**config.mk**
```make
export PLATFORM = sky130hd
export DESIGN_NAME = down_sram_drain
export DESIGN_NICKNAME = d
export VERILOG_FILES = /design/src/rtl/down_sram_drain.sv
export SDC_FILE = /design/constraint.sdc
export NUM_CORES = 1
export LEC_CHECK = 0
export ABC_CLOCK_PERIOD_IN_PS = 2100
export BUFFER_PORTS_ARGS = -buffer_cell sky130_fd_sc_hd__clkbuf_2
export CORE_MARGIN = 5
export CORE_UTILIZATION = 50
export DETAILED_ROUTE_END_ITERATION = 7
export HOLD_SLACK_MARGIN = 0.12
export PLACE_DENSITY = 0.82
export SYNTH_ARGS = -nofsm -noshare
export SYNTH_HDL_FRONTEND = slang
export SYNTH_SLANG_ARGS = --single-unit
```
**constraint.sdc**
```tcl
create_clock -name clk -period 2.1 [get_ports clk]
set_input_delay 0.21 -clock clk [delete_from_list [all_inputs] [get_ports clk]]
set_output_delay 0.21 -clock clk [all_outputs]
set_load 0.05 [all_outputs]
```
**src/rtl/down_sram_drain.sv**
```systemverilog
// Drains an inclusive address range from the down SRAM and streams the rows
// out through a small first-word-fall-through buffer with credit-based read throttling.
`timescale 1ns/1ps
module down_sram_drain #(
    parameter int NUM_COL              = 4,
    parameter int OUT_DATA_WIDTH       = 16,
    parameter int LOG2_SRAM_BANK_DEPTH = 5,
    parameter int BUF_DEPTH            = 2
) (
    input  logic                              clk,
    input  logic                              rst_n,
    input  logic                              i_start,
    input  logic [LOG2_SRAM_BANK_DEPTH-1:0]   i_start_addr,
    input  logic [LOG2_SRAM_BANK_DEPTH-1:0]   i_end_addr,
    output logic                              o_busy,
    output logic                              o_done,
    output logic                              o_rd_en,
    output logic [LOG2_SRAM_BANK_DEPTH-1:0]   o_rd_addr,
    input  logic [NUM_COL*OUT_DATA_WIDTH-1:0] i_rd_data,
    output logic [NUM_COL*OUT_DATA_WIDTH-1:0] o_data,
    output logic                              o_valid,
    input  logic                              i_ready
);
    localparam int AW = LOG2_SRAM_BANK_DEPTH;
    localparam int DW = NUM_COL * OUT_DATA_WIDTH;
    localparam int CW = $clog2(BUF_DEPTH + 1);
    localparam int PW = (BUF_DEPTH > 1) ? $clog2(BUF_DEPTH) : 1;
    localparam logic [CW:0]   BUF_DEPTH_W = (CW+1)'(BUF_DEPTH);
    localparam logic [AW-1:0] ONE_A       = AW'(1);
    localparam logic [AW:0]   ONE_R       = (AW+1)'(1);

    typedef enum logic [1:0] {IDLE, READ, FLUSH, DONE} state_t;

    state_t                    state, state_nxt;
    logic [AW-1:0]             addr;
    logic [AW:0]               remaining;
    logic                      inflight;
    logic [BUF_DEPTH-1:0][DW-1:0] fifo_q;
    logic [PW-1:0]             wr_ptr, rd_ptr;
    logic [CW-1:0]             count;
    logic                      pop, push, credit, issue;
    logic [AW-1:0]             span;

    function automatic logic [PW-1:0] ptr_inc(input logic [PW-1:0] p);
        return (p == PW'(BUF_DEPTH - 1)) ? '0 : p + PW'(1);
    endfunction

    assign span    = i_end_addr - i_start_addr;
    assign o_valid = (count != '0);
    assign o_data  = o_valid ? fifo_q[rd_ptr] : '0;
    assign pop     = o_valid & i_ready;
    assign push    = inflight;

    // A pop this cycle frees a slot for a read issued in the same cycle.
    assign credit  = ({1'b0, count} + {{CW{1'b0}}, inflight}) < (BUF_DEPTH_W + {{CW{1'b0}}, pop});
    assign issue   = (state == READ) && credit;

    assign o_rd_en   = issue;
    assign o_rd_addr = issue ? addr : '0;
    assign o_busy    = (state != IDLE);
    assign o_done    = (state == DONE);

    always_comb begin
        state_nxt = state;
        case (state)
            IDLE:    if (i_start) state_nxt = READ;
            READ:    if (issue && remaining == ONE_R) state_nxt = FLUSH;
            FLUSH:   if (!inflight && count == CW'(pop)) state_nxt = DONE;
            DONE:    state_nxt = IDLE;
            default: state_nxt = IDLE;
        endcase
    end

    always_ff @(posedge clk or negedge rst_n) begin
        if (!rst_n) begin
            state     <= IDLE;
            addr      <= '0;
            remaining <= '0;
            inflight  <= 1'b0;
        end else begin
            state    <= state_nxt;
            inflight <= issue;
            if (state == IDLE && i_start) begin
                addr      <= i_start_addr;
                remaining <= {1'b0, span} + ONE_R;
            end else if (issue) begin
                addr      <= addr + ONE_A;
                remaining <= remaining - ONE_R;
            end
        end
    end

    // Returned rows land unconditionally; the credit check guarantees a free slot.
    always_ff @(posedge clk or negedge rst_n) begin
        if (!rst_n) begin
            fifo_q <= '0;
            wr_ptr <= '0;
            rd_ptr <= '0;
            count  <= '0;
        end else begin
            if (push) begin
                fifo_q[wr_ptr] <= i_rd_data;
                wr_ptr         <= ptr_inc(wr_ptr);
            end
            if (pop) rd_ptr <= ptr_inc(rd_ptr);
            case ({push, pop})
                2'b10:   count <= count + CW'(1);
                2'b01:   count <= count - CW'(1);
                default: count <= count;
            endcase
        end
    end
endmodule
```
==> results of run 1 <==
==> stage by stage <==
stage / std cells / area, µm² / TNS [ns]
floorplan: 552 / 6970 / 0
global placement: 871 / 8060 / 0
detailed placement: 871 / 8060 / 0
CTS: 976 / 9430 / -0.0131
global route: 979 / 9470 / -0.107
finish: 979 / 9470 / -0.000240
==> kinds of logic after synthesis <==
group | count (synthesis) | share of synthesized area (%)
compound gates | 19 | 1.71
xor+xnor | 21 | 2.64
buf+inv | 45 | 2.66
mux | 199 | 30.9
simple gates | 105 | 6.45
fa+ha+maj | 17 | 3.16
flops | 146 | 52.5
==> flip-flops by register name, indices dropped and copies added (netlist names) <==
| signal | cells |
|---|---|
| remaining | 6 |
| count | 2 |
| wr_ptr | 1 |
| state | 2 |
| fifo_q | 128 |
| inflight | 1 |
| addr | 5 |
| rd_ptr | 1 |
==> worst max-delay path by stage <==
| stage | to | slack (ns) | depth (start not counted) | start |
|---|---|---|---|---|
| 4_1_cts | o_rd_en | -0.01 | 7 | count[0]$_DFFE_PN0P_ |
| 5_1_grt | remaining[4]$_DFFE_PN0P_ | -0.10 | 10 | i_start_addr[0] |
| 3_5_place_dp | remaining[4]$_DFFE_PN0P_ | 0.15 | 10 | i_end_addr[0] |
| 2_1_floorplan | o_rd_addr[0] | 0.13 | 5 | count[0]$_DFFE_PN0P_ |
| 6_report | remaining[4]$_DFFE_PN0P_ | -0.0002 | 10 | i_start_addr[0] |
| 3_3_place_gp | o_rd_en | 0.21 | 7 | inflight$_DFF_PN0_ |
==> cells in the final DEF (no fill, tap or decap), types with 2 or more instances in the layout <==
master / count
xor2_1: 10
buf_6: 4
o21ai_4: 2
clkinvlp_4: 2
nor2_1: 79
dlygate4sd3_1: 71
nand2_1: 3
clkinv_2: 2
inv_1: 14
clkbuf_8: 6
mux2_2: 123
clkbuf_16: 17
ha_2: 2
buf_2: 4
ha_1: 13
xnor2_1: 10
dfrtp_1: 144
nand3_1: 3
clkbuf_2: 140
and3_1: 6
a21oi_1: 12
nand4_1: 3
buf_12: 6
mux2_1: 7
mux2i_1: 69
nor2_4: 2
buf_4: 19
==> layout make-up <==
cell class / instances / area, µm²
fill: 968 / 4300
tap: 180 / 225
sequential: 146 / 3660
multi-input combinational: 361 / 3190
timing repair buffer: 245 / 1750
antenna: 1 / 2.50
inverter: 15 / 56.3
clock buffer: 24 / 512
clock inverter: 7 / 72.6
==> worst max-delay path: cells and delay by family <==
| kind | cells | cell delay [ns] |
|---|---|---|
| muxes | 2 | 0.27 |
| adders and majority gates | 3 | 0.83 |
| buffers and inverters | 3 | 0.73 |
| and+or+nand+nor | 1 | 0.15 |
| xor gates and xnor gates | 1 | 0.18 |
==> metal layers <==
metal	vias to the layer above	wire [µm]	track usage [%]	share of wire [%]
met5	-	0	0	0
met4	0	400	8.61	2.4
met3	35	646	4.04	3.9
met2	125	8990	39.3	55
met1	2587	6440	23.7	39
li1	2382	-	-	-
==> what timing repair did <==
action / CTS / global route
hold buffers: 71 / 0
gates resized for setup: 14 / 15
buffers inserted: 2 / 3
pin swaps: 0 / 2
setup endpoints to repair: 14 / 29
gates cloned: 1 / 0
endpoints found under the hold margin: 197 / 0
==> summary.md, run 1 <==
| Metric | Value |
|---|---|
| Post-DRT Antenna Nets | 0 |
| WS Path Type | input pin to flop |
| Yosys top cell area share | 52.5% |
| Rows | 43 |
| Flops & latches, synth | 146 |
| CP max FO | 3 |
| Worst slew pin tran | 0.613 ns |
| Ys Warns | 0 |
| Tcrit/Tclk final | 100% |
| CTS Buf Count | 17 |
| Critical path's slowest cell | dlygate4sd3_1 |
| Area growth from synthesis to layout | 36.0% |
| Clock transition at path regs | 0.05 ns |
| Slew Limit Headroom | 59.1% |
| Worst Setup Start Kind | input pin |
| Post-synthesis sequential area ratio | 52.5% |
| Worst path most repeated cell | mux2i_1 |
| Cell Area, Synth | 6970 µm² |
| Post-Place Setup Slack | 0.145 ns |
| Total track usage | 21.2% |
| HP Start | i_start |
| Post-route DRC | 0 |
| Most used DFF post-synth | dfrtp_1 |
| Vias/cell | 5.24 |
| Worst path cell trace | dlygate4sd3_1 -> clkbuf_2 -> ha_1 -> inv_1 -> fa_1 -> ha_2 -> nor3b_2 -> mux2i_1 -> xor2_1 -> mux2i_1 |
| HPWL Detailed | 10500 µm |
| Gate Count Post-Synth | 552 |
| Hold Violations, Final | 0 |
| Root Driver | clkbuf_16 |
| Vias | 5129 |
| Vias in the first global route | 5756 |
| Max incr delay on CP | 0.54 ns |
| Worst hold path depth | 4 |
| DIE AREA | 16400 µm² |
| WL final | 16500 µm |
| Initial DRC count | 262 |
| TritonCTS clock tree | built |
| Final WS setup | -0.000240 ns |
| First-pass GRT wire length | 27600 µm |
| Async S/R FF share, synth | 100% |
| Most frequent cells after synthesis | 146 x dfrtp_1, 123 x mux2_2, 80 x nor2_1 |
| CP required | 2.38 ns |
| Per-cell routed wire length | 16.8 µm |
| Chip width | 128 µm |
| Grt total ovfl | 0 |
| R2R setup slack | 0.24 ns |
| Io pins | 151 |
| Post-Syn Nets | 647 |
| Core Area | 13800 µm² |
| Synth unique cells | 32 |
| Critical R2R Capture | state[1]$_DFFE_PN0P_ |
| Most frequent cell after synthesis | dfrtp_1 |
| Worst hold path class | input pin to flop |
| Die Ht | 128 µm |
| Clk_lat worst skew | 0.42 ns |
| I/O Buffers | 150 |
| CTS sink cnt | 146 |
| Layout cells sized above 1 | 42.9% |
| Failing checks | negative setup slack |
| Largest cells by area after synthesis | dfrtp_1 52%, mux2_2 20%, mux2i_1 9.9%, nor2_1 4.3%, ha_1 2.9% |
| Area leader, netlist | dfrtp_1 |
| Final Max Slew Viols | 0 |
| Hold path endpoint | state[0]$_DFFE_PN0P_ |
| RSZ-0062 raised after global routing | yes |
| Largest net degree at the start of global routing | 67 |
| GPL Wtd Cong | 0.824 |
| RR Startpoint | count[0]$_DFFE_PN0P_ |
| Post-synth EDFFs | 0 |
| Mean post-synth cell area | 12.6 µm² |
| R2R depth | 5 |
| Nets | 881 |
| Initial antenna violation count | 1 |
| Min Clock Period, post-route | 2.10 ns |
| Clk_skew | 0.00749 ns |
| Endpoints failing setup | 1 |
| H-tree depth | 4 |
| Max clock buf depth | 2 |
| Max-capacitance violation count | 0 |
| Status | finished, violations left |
| Peak Freq | 476 MHz |
| Starting Density | 50.6% |
| Crit end category | flop |
| Critical Path AT | 2.38 ns |
| DRT Pass-1 Iters | 4 |
| Final core occ | 68.8% |
| WHS | 0.307 ns |
Power of run 1 is not shown: default switching activity piles up to over one toggle a cycle in this logic, so the estimate is an artifact.
==> run 2, diff against run 1 <==
--- a/config.mk
+++ b/config.mk
@@ -5,6 +5,7 @@
 export SDC_FILE = /design/constraint.sdc
 export NUM_CORES = 1
 export LEC_CHECK = 0
+export ABC_AREA = 1
 export ABC_CLOCK_PERIOD_IN_PS = 2100
 export BUFFER_PORTS_ARGS = -buffer_cell sky130_fd_sc_hd__clkbuf_2
 export CORE_MARGIN = 5
==> summary.md, run 2 <==
| Metric | Value |
|---|---|
| Status | finished clean |
| Post-Syn Nets | 993 (+53%) |
| Biggest register | fifo_q |
| Worst path cell trace | inv_2 -> nand2_4 -> inv_2 -> buf_12 -> a21oi_1 -> clkbuf_2 |
| Worst slew pin tran | 0.591 ns (-0.0227 ns) |
| Commonest non-fill, non-tap cell in the layout | nand2_1 |
| Endpoints failing setup | 0 (-1) |
| HPWL Detailed | 11100 µm (+6.3%) |
| Per-cell routed wire length | 14.3 µm (-15%) |
| Tcrit/Tclk final | 96.7% (-3.4 points) |
| Cell Area, Synth | 7190 µm² (+3.2%) |
| Vias/cell | 5.08 (-3.0%) |
| Register Area | 3650 µm² (-0.10%) |
| Clk_skew | 0.00587 ns (-0.00162 ns) |
| Ys Warns | 0 (unchanged) |
| DRT Pass-1 Iters | 6 (+2) |
| Io pins | 151 (unchanged) |
| Post-route DRC | 0 (unchanged) |
| Vias | 6586 (+28%) |
| Clock transition at path regs | 0.06 ns (about the same) |
| Root Driver | clkbuf_16 |
| Worst Setup Start Kind | flop |
| Largest register FFs | 128 (unchanged) |
| Crit end category | output port |
| CTS Buf Count | 17 (unchanged) |
| Max clock buf depth | 2 (unchanged) |
| Total track usage | 22.6% (+1.4 points) |
| RR Startpoint | count[1]$_DFFE_PN0P_ |
| Rows | 43 (unchanged) |
| Layout cells sized above 1 | 21.2% (-22 points) |
| Chip width | 130 µm (+1.4%) |
| Critical path's slowest cell | dfrtp_1 |
| Vias in the first global route | 6435 (+12%) |
| Mean post-synth cell area | 8.00 µm² (-37%) |
| First-pass GRT wire length | 30500 µm (+10%) |
| Die Ht | 130 µm (+1.4%) |
| Initial antenna violation count | 0 (-1) |
| TritonCTS clock tree | built |
| Largest cells by area after synthesis | dfrtp_1 51%, nand2_1 16%, o21ai_0 4.9%, inv_1 4.9%, a21oi_1 4.8% |
| Critical Path AT | 1.82 ns (-0.56 ns) |
| Most frequent cells after synthesis | 309 x nand2_1, 146 x dfrtp_1, 94 x inv_1 |
| R2R setup slack | 0.42 ns (+0.18 ns) |
| Crit path from | count[1]$_DFFE_PN0P_ |
| H-tree depth | 4 (unchanged) |
| Worst hold path class | input pin to flop |
| Async S/R FF share, synth | 100% (unchanged) |
| WS Path Type | flop to output port |
| Post-synthesis sequential area ratio | 50.8% (-1.6 points) |
| GPL Wtd Cong | 0.820 (-0.52%) |
| Area leader, netlist | dfrtp_1 |
| Final setup TNS | 0 ns (+0.000240 ns) |
| Peak Freq | 493 MHz (+3.5%) |
| I/O Buffers | 150 (unchanged) |
| Post-DRT Antenna Nets | 0 (unchanged) |
| WL final | 18600 µm (+13%) |
| Most used DFF post-synth | dfrtp_1 |
| Most frequent cell after synthesis | nand2_1 |
| Flops & latches, synth | 146 (unchanged) |
| Synth unique cells | 32 (unchanged) |
| Clk_lat worst skew | 0.42 ns (about the same) |
| Fillers | 1032 (+6.6%) |
| Worst path most repeated cell | inv_2 |
| Area growth from synthesis to layout | 34.3% |
| Commonest cells after routing, fill and taps aside | 308 x nand2_1, 145 x dfrtp_1, 127 x clkbuf_2 |
| CP max FO | 47 (+44) |
| Post-synth EDFFs | 0 (unchanged) |
| Final Max Slew Viols | 0 (unchanged) |
| Core Area | 14000 µm² (+1.6%) |
| CP endpoint | o_data[26] |
| Hold Violations, Final | 0 (unchanged) |
| Starting Density | 51.4% (+0.80 points) |
| Area taken by multi-input logic gates | 2940 µm² (-7.7%) |
| R2R depth | 8 (+3) |
| DIE AREA | 16900 µm² (+2.9%) |
| Max incr delay on CP | 0.42 ns (-0.12 ns) |
| Min Clock Period, post-route | 2.03 ns (-0.0704 ns) |
| Critical R2R Capture | count[1]$_DFFE_PN0P_ |
| Grt total ovfl | 0 (unchanged) |
| Biggest regs | fifo_q x128, remaining x6, addr x5 |
| Largest net degree at the start of global routing | 130 (+94%) |
| CP required | 1.89 ns (-0.49 ns) |
| Yosys top cell area share | 50.8% (-1.6 points) |
| CTS sink cnt | 146 (unchanged) |
| Max-capacitance violation count | 0 (unchanged) |
| Nets | 1195 (+36%) |
| Initial DRC count | 475 (+81%) |
| Slew Limit Headroom | 60.6% (+1.5 points) |
| Gate Count Post-Synth | 898 (+63%) |
## run 2: cell families after synthesis
| group | Yosys count | synth area share (%) |
|---|---|---|
| simple gates | 364 | 20.8 |
| compound gates | 217 | 15.7 |
| buf+inv | 149 | 9.02 |
| flops | 146 | 50.8 |
| fa+ha+maj | 17 | 3.06 |
| xor+xnor | 5 | 0.609 |
## run 2: final cells by class
type                       instances  share of cell area (%)
sequential                       146                    37.9
multi-input combinational        603                    30.5
antenna                            3                  0.0778
timing repair buffer             233                    18.9
inverter                          99                    3.86
tap                              180                    2.33
clock inverter                    12                    1.62
clock buffer                      20                    4.84
## run 2: per-layer routing
metal	up-vias	wire (µm)	track usage, %	share of wire, %
met5	-	0	0	0
met4	0	467	10.3	2.5
met3	46	1120	4.71	6.0
met2	236	9440	37.9	51
met1	3046	7550	28.3	41
li1	3258	-	-	-
## run 2: timing repair
action                                  4_1_cts  5_1_grt
resized for setup                            12       28
pin swaps                                     0        0
buffers inserted                              2        1
endpoints found under the hold margin       189        0
gates cloned                                  0        0
hold buffers                                 66        0
endpoints found under the setup margin        6       43
## run 2: how the worst min path moves through the flow
| stage | from | end | slack [ns] | cells after the start |
|---|---|---|---|---|
| finish | i_start_addr[0] | addr[0]$_DFFE_PN0P_ | 0.17 | 5 |
| global route | i_start_addr[0] | addr[0]$_DFFE_PN0P_ | 0.19 | 5 |
| CTS | i_start_addr[0] | addr[0]$_DFFE_PN0P_ | 0.15 | 5 |
| detailed placement | rst_n | fifo_q[37]$_DFFE_PN0P_ | 0.24 | 1 |
| global placement | rst_n | fifo_q[37]$_DFFE_PN0P_ | 0.24 | 1 |
| floorplan | rst_n | addr[0]$_DFFE_PN0P_ | -0.09 | 0 |
## run 2: critical path: cells and delay by family, from the launching register on
kind	cells	cell delay [ns]
and+or+nand+nor	1	0.10
buffers and inverters	4	0.64
AOI/OAI and AO/OA	1	0.21
DFF	1	0.42
## run 2: per-stage QoR
step	instances	util, %	instance area (µm²)	setup WS (ns)	hold slack [ns]
2_1_floorplan	898	-	7190	0.104	-0.0856
6_report	1296	69.0	9650	0.0701	0.172
5_1_grt	1293	68.9	9640	-0.0156	0.194
3_5_place_dp	1192	58.7	8220	0.362	0.238
4_1_cts	1292	68.4	9570	0.00858	0.150
3_3_place_gp	1192	58.7	8220	0.395	0.241
Power of run 2 is left out for the same reason.
==> run 3, diff against run 2 <==
--- a/config.mk
+++ b/config.mk
@@ -10,8 +10,10 @@
 export BUFFER_PORTS_ARGS = -buffer_cell sky130_fd_sc_hd__clkbuf_2
 export CORE_MARGIN = 5
 export CORE_UTILIZATION = 50
+export CTS_CLUSTER_SIZE = 40
 export DETAILED_ROUTE_END_ITERATION = 7
-export HOLD_SLACK_MARGIN = 0.12
+export HOLD_SLACK_MARGIN = 0.1
+export MAX_ROUTING_LAYER = met4
 export PLACE_DENSITY = 0.82
 export SYNTH_ARGS = -nofsm -noshare
 export SYNTH_HDL_FRONTEND = slang
==> summary.md, run 3 (same netlist as run 2, synthesis figures left out) <==
| Metric | Value |
|---|---|
| Slew Limit Headroom | 59.9% (-0.71 points) |
| Commonest cells after routing, fill and taps aside | 308 x nand2_1, 145 x dfrtp_1, 128 x clkbuf_2 |
| DIE AREA | 16900 µm² (unchanged) |
| Clock transition at path regs | 0.06 ns (about the same) |
| Min Clock Period, post-route | 2.03 ns (+0.0000778 ns) |
| Rows | 43 (unchanged) |
| Worst Setup Start Kind | flop |
| Worst Path Buf+Inv | 3 (-1) |
| Critical Path AT | 1.82 ns (about the same) |
| Biggest register | fifo_q |
| Root Driver | clkbuf_16 |
| Worst path cell trace | clkinv_2 -> buf_12 -> nand2_1 -> a21oi_1 -> clkbuf_2 |
| TritonCTS clock tree | built |
| Hold Violations, Final | 0 (unchanged) |
| WHS | 0.173 ns (+0.00107 ns) |
| CP required | 1.89 ns (about the same) |
| DRT Pass-1 Iters | 6 (unchanged) |
| Largest net degree at the start of global routing | 130 (unchanged) |
| Peak Freq | 493 MHz (about the same) |
| Fillers | 1032 (unchanged) |
| HPWL Detailed | 11100 µm (unchanged) |
| Initial DRC count | 498 (+4.8%) |
| Max incr delay on CP | 0.42 ns (about the same) |
| Layout cells sized above 1 | 21.2% (unchanged) |
| Largest register FFs | 128 (unchanged) |
| Initial antenna violation count | 0 (unchanged) |
| Worst hold path class | input pin to flop |
| Per-cell routed wire length | 14.3 µm (about the same) |
| Vias | 6600 (+0.21%) |
| Endpoints failing setup | 0 (unchanged) |
| GPL Wtd Cong | 0.832 (+1.5%) |
| Top Family by Delay on Critical Path | buffers and inverters |
| Max clock buf depth | 2 (unchanged) |
| Tcrit/Tclk final | 96.7% (about the same) |
| CTS sink cnt | 146 (unchanged) |
| Finished Layout Cells | 1296 (unchanged) |
| H-tree depth | 4 (unchanged) |
| Placed instance count | 1192 (unchanged) |
| Core Area | 14000 µm² (unchanged) |
| Die Ht | 130 µm (unchanged) |
| Clk_skew | 0.00444 ns (-0.00143 ns) |
| Worst slew pin tran | 0.601 ns (+0.0106 ns) |
| Final Max Slew Viols | 0 (unchanged) |
| Starting Density | 51.4% (unchanged) |
| Grt total ovfl | 0 (unchanged) |
| I/O Buffers | 150 (unchanged) |
| CP max FO | 26 (-45%) |
| Max-capacitance violation count | 0 (unchanged) |
| WL final | 18600 µm (about the same) |
| Nets | 1195 (unchanged) |
| Post-DRT Antenna Nets | 0 (unchanged) |
| Chip width | 130 µm (unchanged) |
| Biggest regs | fifo_q x128, remaining x6, addr x5 |
| Status | finished clean |
| Total track usage | 23.3% (+0.70 points) |
| Post-route DRC | 0 (unchanged) |
| Commonest non-fill, non-tap cell in the layout | nand2_1 |
| First-pass GRT wire length | 30500 µm (unchanged) |
| Critical path's slowest cell | dfrtp_2 |
| Clk_lat worst skew | 0.42 ns (about the same) |
| WS Path Type | flop to output port |
| CTS Buf Count | 17 (unchanged) |
| Io pins | 151 (unchanged) |
| Vias in the first global route | 6444 (+0.14%) |
| Vias/cell | 5.09 (+0.21%) |
| Crit end category | output port |
| Area growth from synthesis to layout | 34.3% (about the same) |
==> run 3: cell counts in the layout (fill, tap and decap cells not counted) <==
Identical to the previous run, type by type.
==> run 3: per-layer routing <==
layer	GRT usage, %	part of all wire [%]
met5	-	0
met4	10.3	2.5
met3	4.42	5.9
met2	37.9	51
met1	28.5	41
==> run 3: tightest hold or removal path: cells and delay by family <==
family	cells	cell delay [ns]
buf+inv	1	0.09
simple gates	2	0.12
compound gates	2	0.13
==> run 3: area by class of cell <==
cell class	instances	area, µm²	area share (%)
repair buffers	233	1820	18.9
inverters	99	373	3.87
clock buffers	20	467	4.84
flip-flops and latches	146	3650	37.9
multi-input cells	603	2940	30.5
well taps	180	225	2.33
diodes	3	7.51	0.0778
clock inverters	12	156	1.62
==> run 3: worst paths after layout <==
kind,startpoint,endpoint,slack (ns),depth (start not counted)
max,rd_ptr$_DFFE_PN0P_,o_data[26],0.07,5
min,i_start_addr[0],addr[0]$_DFFE_PN0P_,0.17,5
max reg2reg,count[1]$_DFFE_PN0P_,count[1]$_DFFE_PN0P_,0.41,8
min reg2reg,fifo_q[95]$_DFFE_PN0P_,fifo_q[95]$_DFFE_PN0P_,0.48,2
max in group asynchronous,rst_n,fifo_q[12]$_DFFE_PN0P_,1.08,3
min in group asynchronous,rst_n,fifo_q[34]$_DFFE_PN0P_,0.33,2
==> run 3: timing repair <==
action,CTS,global route
setup endpoints to repair,6,43
buffers inserted,2,1
hold endpoints to repair,189,0
hold buffers,66,0
resized for setup,12,26
==> run 3: metrics by stage <==
step	util, %	instance area [µm²]	setup TNS, ns	worst slack (ns)
2_1_floorplan	-	7190	0	0.104
3_3_place_gp	58.7	8220	0	0.395
3_5_place_dp	58.7	8220	0	0.362
4_1_cts	68.4	9570	0	0.00858
5_1_grt	68.9	9640	-0.0229	-0.0157
6_report	69.0	9650	0	0.0700
Power of run 3 is left out for the same reason.
